### src/rtl/stream_wb_burst_writer.sv
// stream_wb_burst_writer
// ----------------------
// Takes a 32-bit valid/ready word stream, buffers it in a small
// first-word-fall-through FIFO, and writes one frame of words to a Wishbone
// slave. The writes are incrementing bursts (cti 3'b010, last beat 3'b111).
// A frame is described by a base byte address and a length in words.
//
// Ports
//   wb_clk_i, wb_rst_n_i    clock; synchronous active-low reset
//   start_i                 one-cycle pulse, latches base_adr_i / len_words_i (IDLE only)
//   base_adr_i[31:0]        byte address of first word (bits [1:0] ignored)
//   len_words_i[23:0]       frame length in 32-bit words (0 -> immediate done)
//   busy_o                  frame in progress
//   done_o                  one-cycle pulse after the final ack of a frame
//   s_data_i/s_valid_i/s_ready_o   input word stream
//   wb_adr_o, wb_dat_o, wb_sel_o, wb_we_o, wb_cyc_o, wb_stb_o,
//   wb_cti_o, wb_bte_o, wb_ack_i   Wishbone write master
module stream_wb_burst_writer #(
  parameter int BURST_LEN = 4,  // power of two, <= 2**FIFO_AW
  parameter int FIFO_AW   = 4
) (
  input  logic        wb_clk_i,
  input  logic        wb_rst_n_i,
  input  logic        start_i,
  input  logic [31:0] base_adr_i,
  input  logic [23:0] len_words_i,
  output logic        busy_o,
  output logic        done_o,
  input  logic [31:0] s_data_i,
  input  logic        s_valid_i,
  output logic        s_ready_o,
  output logic [31:0] wb_adr_o,
  output logic [31:0] wb_dat_o,
  output logic [3:0]  wb_sel_o,
  output logic        wb_we_o,
  output logic        wb_cyc_o,
  output logic        wb_stb_o,
  output logic [2:0]  wb_cti_o,
  output logic [1:0]  wb_bte_o,
  input  logic        wb_ack_i
);

  localparam int DEPTH = 1 << FIFO_AW;
  localparam int CW    = FIFO_AW + 1;            // count spans 0..DEPTH inclusive
  localparam int BW    = $clog2(BURST_LEN) + 1;  // beat counter spans 0..BURST_LEN
  localparam logic [23:0]   BURST_LEN_L = 24'(BURST_LEN);
  localparam logic [CW-1:0] DEPTH_C     = CW'(DEPTH);

  typedef enum logic [1:0] {ST_IDLE, ST_WAIT, ST_BURST, ST_DONE} state_t;

  state_t        state_q, state_d;
  logic [31:0]   adr_q, adr_d;
  logic [23:0]   in_rem_q, in_rem_d;   // words still to accept from the stream
  logic [23:0]   wr_rem_q, wr_rem_d;   // words still to write on the bus
  logic [BW-1:0] beat_q, beat_d;       // beats left in the current burst
  logic [BW-1:0] bsz;
  logic          cyc_q, cyc_d;
  logic [2:0]    cti_q, cti_d;
  logic          busy_q, busy_d;
  logic          done_q, done_d;

  // Address bits [1:0] are forced to zero; tie them off explicitly.
  logic unused_base_lsbs;
  assign unused_base_lsbs = ^base_adr_i[1:0];

  // ---------------------------------------------------------------------------
  // FIFO (first-word-fall-through: the head is always visible on wb_dat_o)
  // ---------------------------------------------------------------------------
  logic [31:0]        mem [DEPTH];
  logic [FIFO_AW-1:0] wr_ptr_q, rd_ptr_q;
  logic [CW-1:0]      count_q;
  logic               fifo_full, push, pop;

  assign fifo_full = (count_q == DEPTH_C);
  assign s_ready_o = ((state_q == ST_WAIT) || (state_q == ST_BURST)) &&
                     !fifo_full && (in_rem_q != 24'd0);
  assign push      = s_valid_i & s_ready_o;
  // A burst is only launched with bsz words present, so pop never underflows.
  assign pop       = (state_q == ST_BURST) & wb_ack_i;
  assign wb_dat_o  = mem[rd_ptr_q];

  // NOTE: the storage array is deliberately not reset; only the pointers and
  // count need a known value, and a reset on the array would cost a reset net
  // per bit and block RAM inference.
  always_ff @(posedge wb_clk_i) begin
    if (push) mem[wr_ptr_q] <= s_data_i;
  end

  // NOTE: every sequential process uses non-blocking (<=) assignments so that
  // all registers update together from the values present before the edge.
  always_ff @(posedge wb_clk_i) begin
    if (!wb_rst_n_i) begin
      wr_ptr_q <= '0;
      rd_ptr_q <= '0;
      count_q  <= '0;
    end else begin
      if (push) wr_ptr_q <= wr_ptr_q + FIFO_AW'(1);
      if (pop)  rd_ptr_q <= rd_ptr_q + FIFO_AW'(1);
      case ({push, pop})
        2'b10:   count_q <= count_q + CW'(1);
        2'b01:   count_q <= count_q - CW'(1);
        default: ;  // idle, or push and pop together: occupancy unchanged
      endcase
    end
  end

  // ---------------------------------------------------------------------------
  // Burst control FSM
  // ---------------------------------------------------------------------------
  assign bsz = (wr_rem_q >= BURST_LEN_L) ? BW'(BURST_LEN) : wr_rem_q[BW-1:0];

  // NOTE: every variable written here receives a default first, so no path
  // through the block leaves one unassigned and no latch is inferred.
  always_comb begin
    state_d  = state_q;
    adr_d    = adr_q;
    in_rem_d = in_rem_q;
    wr_rem_d = wr_rem_q;
    beat_d   = beat_q;

    if (push) in_rem_d = in_rem_q - 24'd1;

    unique case (state_q)
      ST_IDLE: begin
        if (start_i) begin
          if (len_words_i == 24'd0) begin
            state_d = ST_DONE;
          end else begin
            state_d  = ST_WAIT;
            adr_d    = {base_adr_i[31:2], 2'b00};
            in_rem_d = len_words_i;
            wr_rem_d = len_words_i;
          end
        end
      end
      ST_WAIT: begin
        if (count_q >= CW'(bsz)) begin
          state_d = ST_BURST;
          beat_d  = bsz;
        end
      end
      ST_BURST: begin
        if (wb_ack_i) begin
          adr_d    = adr_q + 32'd4;
          wr_rem_d = wr_rem_q - 24'd1;
          beat_d   = beat_q - BW'(1);
          if (beat_q == BW'(1)) state_d = (wr_rem_q == 24'd1) ? ST_DONE : ST_WAIT;
        end
      end
      ST_DONE: state_d = ST_IDLE;
      default: state_d = ST_IDLE;
    endcase

    // Bus and status outputs are registered from the next state, so cyc drops
    // on the same edge that takes the last ack.
    cyc_d  = (state_d == ST_BURST);
    cti_d  = !cyc_d ? 3'b000 : ((beat_d == BW'(1)) ? 3'b111 : 3'b010);
    busy_d = (state_d == ST_WAIT) || (state_d == ST_BURST);
    done_d = (state_d == ST_DONE);
  end

  always_ff @(posedge wb_clk_i) begin
    if (!wb_rst_n_i) begin
      state_q  <= ST_IDLE;
      adr_q    <= '0;
      in_rem_q <= '0;
      wr_rem_q <= '0;
      beat_q   <= '0;
      cyc_q    <= 1'b0;
      cti_q    <= 3'b000;
      busy_q   <= 1'b0;
      done_q   <= 1'b0;
    end else begin
      state_q  <= state_d;
      adr_q    <= adr_d;
      in_rem_q <= in_rem_d;
      wr_rem_q <= wr_rem_d;
      beat_q   <= beat_d;
      cyc_q    <= cyc_d;
      cti_q    <= cti_d;
      busy_q   <= busy_d;
      done_q   <= done_d;
    end
  end

  assign wb_cyc_o = cyc_q;
  assign wb_stb_o = cyc_q;
  assign wb_we_o  = cyc_q;
  assign wb_sel_o = {4{cyc_q}};
  assign wb_cti_o = cti_q;
  assign wb_bte_o = 2'b00;
  assign wb_adr_o = adr_q;
  assign busy_o   = busy_q;
  assign done_o   = done_q;

endmodule
### config.mk
export PLATFORM = sky130hd
export DESIGN_NAME = stream_wb_burst_writer
export DESIGN_NICKNAME = d
export VERILOG_FILES = /design/src/rtl/stream_wb_burst_writer.sv
export SDC_FILE = /design/constraint.sdc
export NUM_CORES = 1
export LEC_CHECK = 0
export ABC_AREA = 0
export CELL_PAD_IN_SITES_DETAIL_PLACEMENT = 1
export CELL_PAD_IN_SITES_GLOBAL_PLACEMENT = 1
export CORE_AREA = 2 2 273 275
export CTS_CLUSTER_DIAMETER = 200
export DETAILED_ROUTE_END_ITERATION = 10
export DIE_AREA = 0 0 275 277
export GPL_ROUTABILITY_DRIVEN = 1
export PLACE_DENSITY_LB_ADDON = 0.1
export SLEW_MARGIN = 0
export SYNTH_ARGS = -nofsm -noshare
export SYNTH_HDL_FRONTEND = slang
export SYNTH_SLANG_ARGS = --single-unit
### constraint.sdc
create_clock -name wb_clk_i -period 6.9 [get_ports wb_clk_i]
set_clock_uncertainty 0.05 [all_clocks]
set_input_delay 1.035 -clock wb_clk_i [delete_from_list [all_inputs] [get_ports wb_clk_i]]
set_output_delay 1.035 -clock wb_clk_i [all_outputs]
set_load 0.01 [all_outputs]
==> results of run 1 <==
==> how the worst max path moves through the flow <==
stage / from / end / cells past startpoint
5_1_grt: flip-flop / wb_dat_o[28] / 4
4_1_cts: flip-flop / wb_dat_o[24] / 4
6_report: flip-flop / wb_dat_o[29] / 4
3_5_place_dp: s_valid_i / mem[7][16] / 7
2_1_floorplan: s_valid_i / mem[2][0] / 6
3_3_place_gp: s_valid_i / count_q[4] / 13
==> final cells by class <==
cell class	count	area (sq um)
fill	7276	43000
sequential	617	17500
multi-input combinational	808	7600
timing repair buffer	195	1900
clock buffer	86	1850
tap	969	1210
clock inverter	37	447
inverter	32	120
antenna	1	2.50
==> cell families (layout without fill, tap and decap cells) <==
group,count (synthesis),count (layout),share of synthesized area
compound gates,259,259,0.0603
fa+ha+maj,27,27,0.0136
flops,617,617,0.687
xor+xnor,30,30,0.0103
buf+inv,125,350,0.0201
simple gates,322,322,0.0643
other cells,1,5,0.000147
mux,166,166,0.144
==> cell usage after synthesis (26+ instances only) <==
cell	number
a21oi_1	102
edfxtp_1	512
inv_1	31
clkbuf_1	62
nor4_1	26
ha_1	26
dfxtp_1	105
nand3_1	27
nor2_1	78
o21ai_0	71
mux4_2	160
nor3_1	34
nand2_1	75
==> per-stage QoR <==
stage / utilization / cells
3_5_place_dp: 0.385 / 2621
5_1_grt: 0.416 / 2745
6_report: 0.416 / 2745
4_1_cts: 0.416 / 2744
2_1_floorplan: - / 1550
3_3_place_gp: 0.385 / 2621
==> critical path, stage by stage (launching register included) <==
cell	delay, ps
dfxtp_4	810
buf_12	540
mux4_2	590
mux4_2	510
clkdlybuf4s50_1	500
==> state kept, by name, indices dropped and copies added (netlist names), named ones only <==
signal / count
wb_cyc_o: 1
mem: 512
wb_cti_o: 2
wr_ptr_q: 4
beat_q: 3
in_rem_q: 24
busy_o: 1
wb_adr_o: 30
done_o: 1
rd_ptr_q: 4
count_q: 5
wr_rem_q: 24
state_q: 2
==> power by group through the flow <==
stage | sequential [uW] | clock [uW] | combinational [uW]
3_5_place_dp | 4700 | 0 | 2670
3_3_place_gp | 4680 | 0 | 2640
6_report | 4620 | 3780 | 2640
4_1_cts | 4620 | 3900 | 2690
5_1_grt | 4670 | 4030 | 2900
2_1_floorplan | 4620 | 0 | 1680
==> metal layers <==
layer  part of all wire  vias to the layer above
met3              0.040                       99
met1               0.43                     7728
li1                   -                     6542
met5            0.00033                        -
met4              0.020                        4
met2               0.51                      290
==> run summary, run 1 <==
Routed WL = 69900 um
Sequential area share after synthesis = 0.687
Total gr overflow = 0
Overall Global Routing Usage = 0.186
H-Tree Depth = 3
FF-to-FF End = wb_cti_o[0]
Total vias in the final route = 14663
Setup CP Type = reg -> out
Place WS = 2010 ps
ANT nets after route = 0
Clk_lat worst skew = 600 ps
Max Cap Viol = 0
Share of the synthesized area in the top cell type = 0.604
Async set-reset flop share out of synthesis = 0
Cell variety after synth = 67
Outcome = completed
Commonest non-fill, non-tap cells in the layout = 512 x edfxtp_1, 164 x clkdlybuf4s50_1, 160 x mux4_2
Number of global-route vias before repair = 15929
Clk root buf = clkbuf_16
Reg power frac = 0.419
Largest net degree at the start of global routing = 89
Vias per cell = 5.34
Core ar. = 73600 sq um
Min-delay src = wr_rem_q[19]
Crit path required time = 5810 ps
Initial core utilization = 0.346
Hold Crit Class = reg -> reg
Synth Warn # = 0
Final hold viol count = 0
Flops & latches, synth = 617
Num CTS Buffers = 71
Min cycle time layout = 4710 ps
Die Span Y = 277 um
Post-CTS resize count = 0
Layout area overhead = 20.3%
Setup WS post-layout = 2190 ps
Routed WL per cell = 25.5 um
Clk slew on worst S/H paths = 60 ps
Area after DPL = 28300 sq um
Max-slew violations = 0
Iteration-0 DRC Markers = 843
Crit path max fanout = 67
FF-to-FF path depth = 14
Share of layout cells above drive strength 1 = 0.190
Hold endpoint = wr_rem_q[19]
Pre-antenna DRT Iters = 5
R2r startpoint = wr_rem_q[11]
CTS Sinks = 617
Dpl hpwl = 39500 um
Placer Congestion = 0.731
Fmax = 212 MHz
Cells taking the most area after synthesis = edfxtp_1 60%, mux4_2 14%, dfxtp_1 8.3%
Period utilization = 0.683
Tot Pwr = 11000 uW
Crit path launch type = flip-flop
Cell Int Power = 7710 uW
Clock power frac = 0.343
Yosys top cell by area = edfxtp_1
Clock tree buffer depth = 3
Gr busiest metal = met2
DRC = 0
Crit. End Element = output pin
Power Dens Cells = 360 nW/um^2
Initial antenna violation count = 3
Cells after synthesis = 1547
Logic pwr share = 0.239
Postcts setup bufs = 0
R2R setup slack = 2410 ps
Cell Rows = 100
Final instance area = 30600 sq um
CTS tree = built
Worst rel slew slack = 0.321
CP arrival = 3630 ps
Avg Inst Size Synth = 16.4 sq um
Num ports = 172
First-pass GRT wire length = 105000 um
Switching Share = 0.301
Final setup violation count = 0
Die width = 275 um
Met3 Use GR = 0.0315
Smallest hold slack = 420 ps
Leak pwr = 0.00949 uW
Nets@finish = 1845
Hold path depth = 2
Port Buffers = 165
Synth Flop Type = edfxtp_1
Setup TNS = 0 ps
Die area = 76200 sq um
M2 GR Usage = 0.318
Grt met1 use = 0.242
Worst-Margin Slew = 1010 ps
EDFF count, synth = 512
Synth Cell Area = 25400 sq um
Hold_buf cts = 0
Most common cell after layout, fill and taps aside = edfxtp_1
Switching power = 3330 uW
Max IR drop VDD = 0.199 mV
RSZ-0062 raised after global routing = no
(Power assumes the default switching activity.)
==> run 2, diff against run 1 <==
==> constraint.sdc (replaced) <==
create_clock -name wb_clk_i -period 3.9 [get_ports wb_clk_i]
set_clock_uncertainty 0.05 [all_clocks]
set_input_delay 0.585 -clock wb_clk_i [delete_from_list [all_inputs] [get_ports wb_clk_i]]
set_output_delay 0.585 -clock wb_clk_i [all_outputs]
set_load 0.01 [all_outputs]
==> run summary, run 2 (synthesis gave the netlist of run 1 again) <==
Placer Congestion = 0.778 (+6.5%)
Cell Rows = 100 (unchanged)
DRC = 0 (unchanged)
ANT nets after route = 0 (unchanged)
Most common cell after layout, fill and taps aside = edfxtp_1
Max-slew violations = 0 (unchanged)
Vias per cell = 5.33 (-0.17%)
Initial core utilization = 0.346 (unchanged)
Leak pwr = 0.00965 uW (+1.7%)
Overall Global Routing Usage = 0.183 (-0.00334)
Total vias in the final route = 14830 (+1.1%)
FF-to-FF path depth = 14 (unchanged)
Wl on met1 = 29900 um (-0.81%)
CTS Sinks = 617 (unchanged)
Crit path required time = 4300 ps (-1510 ps)
Worst path depth = 14 (+10)
Final hold viol count = 0 (unchanged)
Die area = 76200 sq um (unchanged)
Clk root buf = clkbuf_16
Number of global-route vias before repair = 16251 (+2.0%)
Highest routed layer = met5
Period utilization = 0.944
Clock tree buffer depth = 3 (unchanged)
Largest net degree at the start of global routing = 66 (-26%)
Met3 WL = 2730 um (-3.5%)
Die width = 275 um (unchanged)
H-Tree Depth = 3 (unchanged)
Max IR drop VDD = 0.321 mV (+61%)
First-pass GRT wire length = 104000 um (-0.63%)
Setup CP Type = reg -> reg
Place WS = -23.1 ps (-2040 ps)
Die Span Y = 277 um (unchanged)
CTS tree = built
Num ports = 172 (unchanged)
Nets@finish = 1879 (+1.8%)
Crit path max fanout = 4 (-94%)
Hold_buf cts = 0 (unchanged)
Port Buffers = 165 (unchanged)
Hold Crit Class = reg -> reg
Crit-path cells = or4_4 > or3_4 > nor4_4 > and2_1 > ha_1 > nand2b_1 > a21o_1 > a211oi_2 > a211oi_1 > a211oi_2 > inv_1 > ha_1 > nand2_1 > nor4_2
Fmax = 271 MHz
Final setup violation count = 0 (unchanged)
Max Cap Viol = 0 (unchanged)
Worst rel slew slack = 0.312 (-0.00887)
Outcome = completed
Worst-Margin Slew = 1030 ps (+19.9 ps)
Hold path depth = 2 (unchanged)
Worst path max stage delay = 560 ps (-250 ps)
Num CTS Buffers = 71 (unchanged)
Dpl hpwl = 39900 um (+1.1%)
Core ar. = 73600 sq um (unchanged)
CP arrival = 4080 ps (+450 ps)
RSZ-0062 raised after global routing = no
Crit path launch type = flip-flop
Pre-antenna DRT Iters = 4 (-1)
Bufs and invs on worst path = 1 (-1)
R2R setup slack = 220 ps (-2190 ps)
Delay-heaviest family, CP = simple AND/OR/NAND/NOR gates
Number of flip-flops in the largest register = 512 (unchanged)
Cell Count Post-Placement = 2655 (+1.3%)
Power Dens Cells = 629 nW/um^2 (+74%)
Iteration-0 DRC Markers = 838 (-0.59%)
Total gr overflow = 0 (unchanged)
Clk slew on worst S/H paths = 60 ps (about the same)
Diode count = 0 (-1)
Routed WL = 68400 um (-2.2%)
Commonest non-fill, non-tap cells in the layout = 512 x edfxtp_1, 164 x clkdlybuf4s50_1, 160 x mux4_2
Biggest register = mem
Routed WL per cell = 24.6 um (-3.4%)
Clk_lat worst skew = 590 ps (about the same)
Final std cells w/o fill = 2781 (+1.3%)
Initial antenna violation count = 1 (-2)
Share of layout cells above drive strength 1 = 0.208 (+0.0171)
Min cycle time layout = 3680 ps
Crit. End Element = flip-flop
Setup WS post-layout = 217 ps (-1970 ps)
Layout area overhead = 22.0%
Met2 Routed Length = 34300 um (-3.3%)
Critical Path Slowest Stage Cell = or4_4
## run 2: layout make-up
cell class,count,area [sq um]
Fill cell,7219,42500
Sequential cell,617,17500
Inverter,32,120
Timing Repair Buffer,229,2330
Multi-Input combinational cell,808,7630
Tap cell,969,1210
Clock inverter,40,413
Clock buffer,86,1840
## run 2: power by group
| part | leakage (uW) | internal, uW | switching (uW) |
|---|---|---|---|
| registers | 0.00547 | 7650 | 472 |
| logic | 0.00309 | 2210 | 2690 |
| clock network | 0.00109 | 3840 | 2660 |
| total | 0.00965 | 13700 | 5820 |
## run 2: metrics by stage
| stage | total power (uW) | utilization | setup TNS [ps] | hold WS [ps] | area [sq um] |
|---|---|---|---|---|---|
| 2_1_floorplan | 11100 | - | 0 | 392 | 25500 |
| 3_3_place_gp | 13100 | 0.391 | 0 | 407 | 28800 |
| 3_5_place_dp | 13200 | 0.391 | -23.1 | 431 | 28800 |
| 4_1_cts | 19800 | 0.422 | 0 | 438 | 31000 |
| 5_1_grt | 20600 | 0.422 | 0 | 447 | 31000 |
| 6_report | 19500 | 0.422 | 0 | 438 | 31000 |
## run 2: final timing paths
kind,startpoint,endpoint
setup / recovery,wr_rem_q[10],wb_cti_o[0]
hold / removal,wr_rem_q[19],wr_rem_q[19]
hold reg to reg,wr_rem_q[19],wr_rem_q[19]
setup reg to reg,wr_rem_q[10],wb_cti_o[0]
## run 2: worst register-to-register path: stages (launching register included)
cell and delay (ps):
dfxtp_1 320, or4_4 560, or3_4 360, nor4_4 270, and2_1 200, ha_1 230
nand2b_1 160, a21o_1 210, a211oi_2 330, a211oi_1 140, a211oi_2 270, inv_1 70
ha_1 200, nand2_1 110, nor4_2 60
## run 2: routing by layer
metal	up-vias	GRT usage
met5	-	0
met4	2	0.0528
met3	95	0.0273
met2	298	0.306
met1	7807	0.245
li1	6628	-
## run 2: repair_timing
item,in CTS,in global routing
endpoints found under the setup margin,1,4
setup buffers,0,0
hold endpoints to repair,0,0
gates resized for setup,1,1
==> run 3, diff against run 2 <==
--- a/config.mk
+++ b/config.mk
@@ -13,7 +13,7 @@
 export DETAILED_ROUTE_END_ITERATION = 10
 export DIE_AREA = 0 0 275 277
 export GPL_ROUTABILITY_DRIVEN = 1
-export PLACE_DENSITY_LB_ADDON = 0.1
+export PLACE_DENSITY = 0.63
 export SLEW_MARGIN = 0
 export SYNTH_ARGS = -nofsm -noshare
 export SYNTH_HDL_FRONTEND = slang
==> run summary, run 3 (synthesis gave the netlist of run 1 again) <==
Max-slew violations = 0 (unchanged)
Largest net degree at the start of global routing = 67 (+1.5%)
Iteration-0 DRC Markers = 1068 (+27%)
Vias per cell = 5.39 (+1.2%)
Bufs and invs on worst path = 2 (+1)
Die width = 275 um (unchanged)
Fmax = 268 MHz (-1.3%)
Initial core utilization = 0.346 (unchanged)
Smallest hold slack = 444 ps (+6.21 ps)
Number of global-route vias before repair = 16394 (+0.88%)
CP arrival = 4150 ps (+70 ps)
Num CTS Buffers = 68 (-4.2%)
Crit-path cells = or4_4 > or3_4 > nor4_4 > and2_1 > ha_1 > nand2b_1 > a21o_1 > a211oi_1 > buf_4 > a211oi_1 > a211oi_2 > inv_1 > ha_1 > nand2_1 > nor4_2
Cell Count Post-Placement = 2658 (+0.11%)
Die Span Y = 277 um (unchanged)
Die area = 76200 sq um (unchanged)
Final hold viol count = 0 (unchanged)
Most common cell after layout, fill and taps aside = edfxtp_1
Max Cap Viol = 0 (unchanged)
Total vias in the final route = 14969 (+0.94%)
Initial antenna violation count = 4 (+3)
Num ports = 172 (unchanged)
Postcts setup bufs = 0 (unchanged)
Number of flip-flops in the largest register = 512 (unchanged)
Share of layout cells above drive strength 1 = 0.205 (-0.00252)
Dpl hpwl = 40300 um (+0.99%)
Clk slew on worst S/H paths = 60 ps (about the same)
Worst rel slew slack = 0.346 (+0.0348)
Clock power frac = 0.325 (-0.008)
Tot Pwr = 19200 uW (-1.5%)
Cell Rows = 100 (unchanged)
DRC = 0 (unchanged)
Critical Path Slowest Stage Cell = or4_4
Clock tree buffer depth = 3 (unchanged)
Crit. End Element = flip-flop
Core ar. = 73600 sq um (unchanged)
Commonest non-fill, non-tap cells in the layout = 512 x edfxtp_1, 164 x clkdlybuf4s50_1, 160 x mux4_2
R2R setup slack = 170 ps (-50 ps)
Final core utilization = 0.421 (-0.000596)
CTS Sinks = 617 (unchanged)
First-pass GRT wire length = 101000 um (-2.6%)
Hold Crit Class = reg -> reg
ANT nets after route = 0 (unchanged)
Total gr overflow = 0 (unchanged)
Layout area overhead = 21.8%
Setup TNS = 0 ps (unchanged)
Min cycle time layout = 3730 ps (+47.0 ps)
Crit path required time = 4320 ps (+20 ps)
Placer Congestion = 0.785 (+0.90%)
Worst path max stage delay = 550 ps (about the same)
Clk root buf = clkbuf_16
Final std cells w/o fill = 2775 (-0.22%)
RSZ-0062 raised after global routing = no
Leak pwr = 0.00963 uW (-0.25%)
Routed WL per cell = 23.9 um (-2.8%)
Period utilization = 0.957 (+0.0121)
Setup CP Type = reg -> reg
Clk_lat worst skew = 610 ps (+20 ps)
Delay-heaviest family, CP = simple AND/OR/NAND/NOR gates
CTS tree = built
Overall Global Routing Usage = 0.176 (-0.00658)
Switching power = 5760 uW (-0.90%)
Pre-antenna DRT Iters = 5 (+1)
Routed WL = 66300 um (-3.0%)
Switching Share = 0.300 (+0.00178)
Crit path launch type = flip-flop
Port Buffers = 165 (unchanged)
Max IR drop VDD = 0.316 mV (-1.6%)
Reg power frac = 0.423 (+0.007)
Outcome = completed
Crit path max fanout = 5 (+1)
Cell Int Power = 13500 uW (-1.7%)
H-Tree Depth = 3 (unchanged)
Worst-Margin Slew = 979 ps (-51.0 ps)
Power Dens Cells = 620 nW/um^2 (-1.4%)
Biggest register = mem
Final setup violation count = 0 (unchanged)
Logic pwr share = 0.252 (about the same)
Nets@finish = 1879 (unchanged)
==> run 3: cell types whose count changed in the layout (fill, tap and decap cells not counted), moves of 2 or more <==
cell | previous run | this run
buf_12 | 16 | 19
bufinv_16 | 7 | 5
clkbuf_1 | 14 | 11
clkbuf_16 | 71 | 69
clkinv_2 | 13 | 10
clkinv_8 | 2 | 4
clkinvlp_4 | 6 | 4
inv_16 | 0 | 2
inv_6 | 2 | 0
==> run 3: worst min-delay path, cell delays in order (launching register included) <==
cell     delay [ps]
dfxtp_1         320
o21ai_0          70
a21oi_1          60
==> run 3: power by group through the flow <==
stage	registers, uW	logic (uW)	clock network [uW]
global route	8210	5310	6660
detailed placement	8260	4890	0
global placement	8230	4760	0
CTS	8140	4910	6400
finish	8140	4850	6240
floorplan	8170	2970	0
==> run 3: stage by stage <==
stage	instance area [sq um]	setup WS, ps
final	31000	170
after global routing	31000	45.3
after CTS	31000	87.1
after detailed placement	28800	128
after global placement	28800	153
after floorplan	25500	273
==> run 3: routing by layer <==
metal	global-route usage	vias up	routed length (um)
met2	0.298	394	33800
li1	-	6607	-
met1	0.229	7861	27600
met3	0.0343	101	3500
met5	0	-	38
met4	0.0517	6	1360
==> run 3: timing repair <==
item | 4_1_cts | 5_1_grt
resized for setup | 0 | 1
hold buffers | 0 | 0
setup endpoints to repair | 0 | 2
==> run 3: final timing paths <==
check,from,end,depth (start not counted)
max,wr_rem_q[11],wb_cti_o[0],15
max reg2reg,wr_rem_q[11],wb_cti_o[0],15
min,wr_rem_q[7],wr_rem_q[7],2
min reg2reg,wr_rem_q[7],wr_rem_q[7],2
==> run 3: layout make-up <==
cell class | count | area (sq um)
antenna | 1 | 2.50
clock buffer | 81 | 1780
clock inverter | 35 | 373
fill | 7232 | 42600
inverter | 32 | 120
multi-input combinational | 808 | 7630
sequential | 617 | 17500
tap | 969 | 1210
timing repair buffer | 232 | 2390
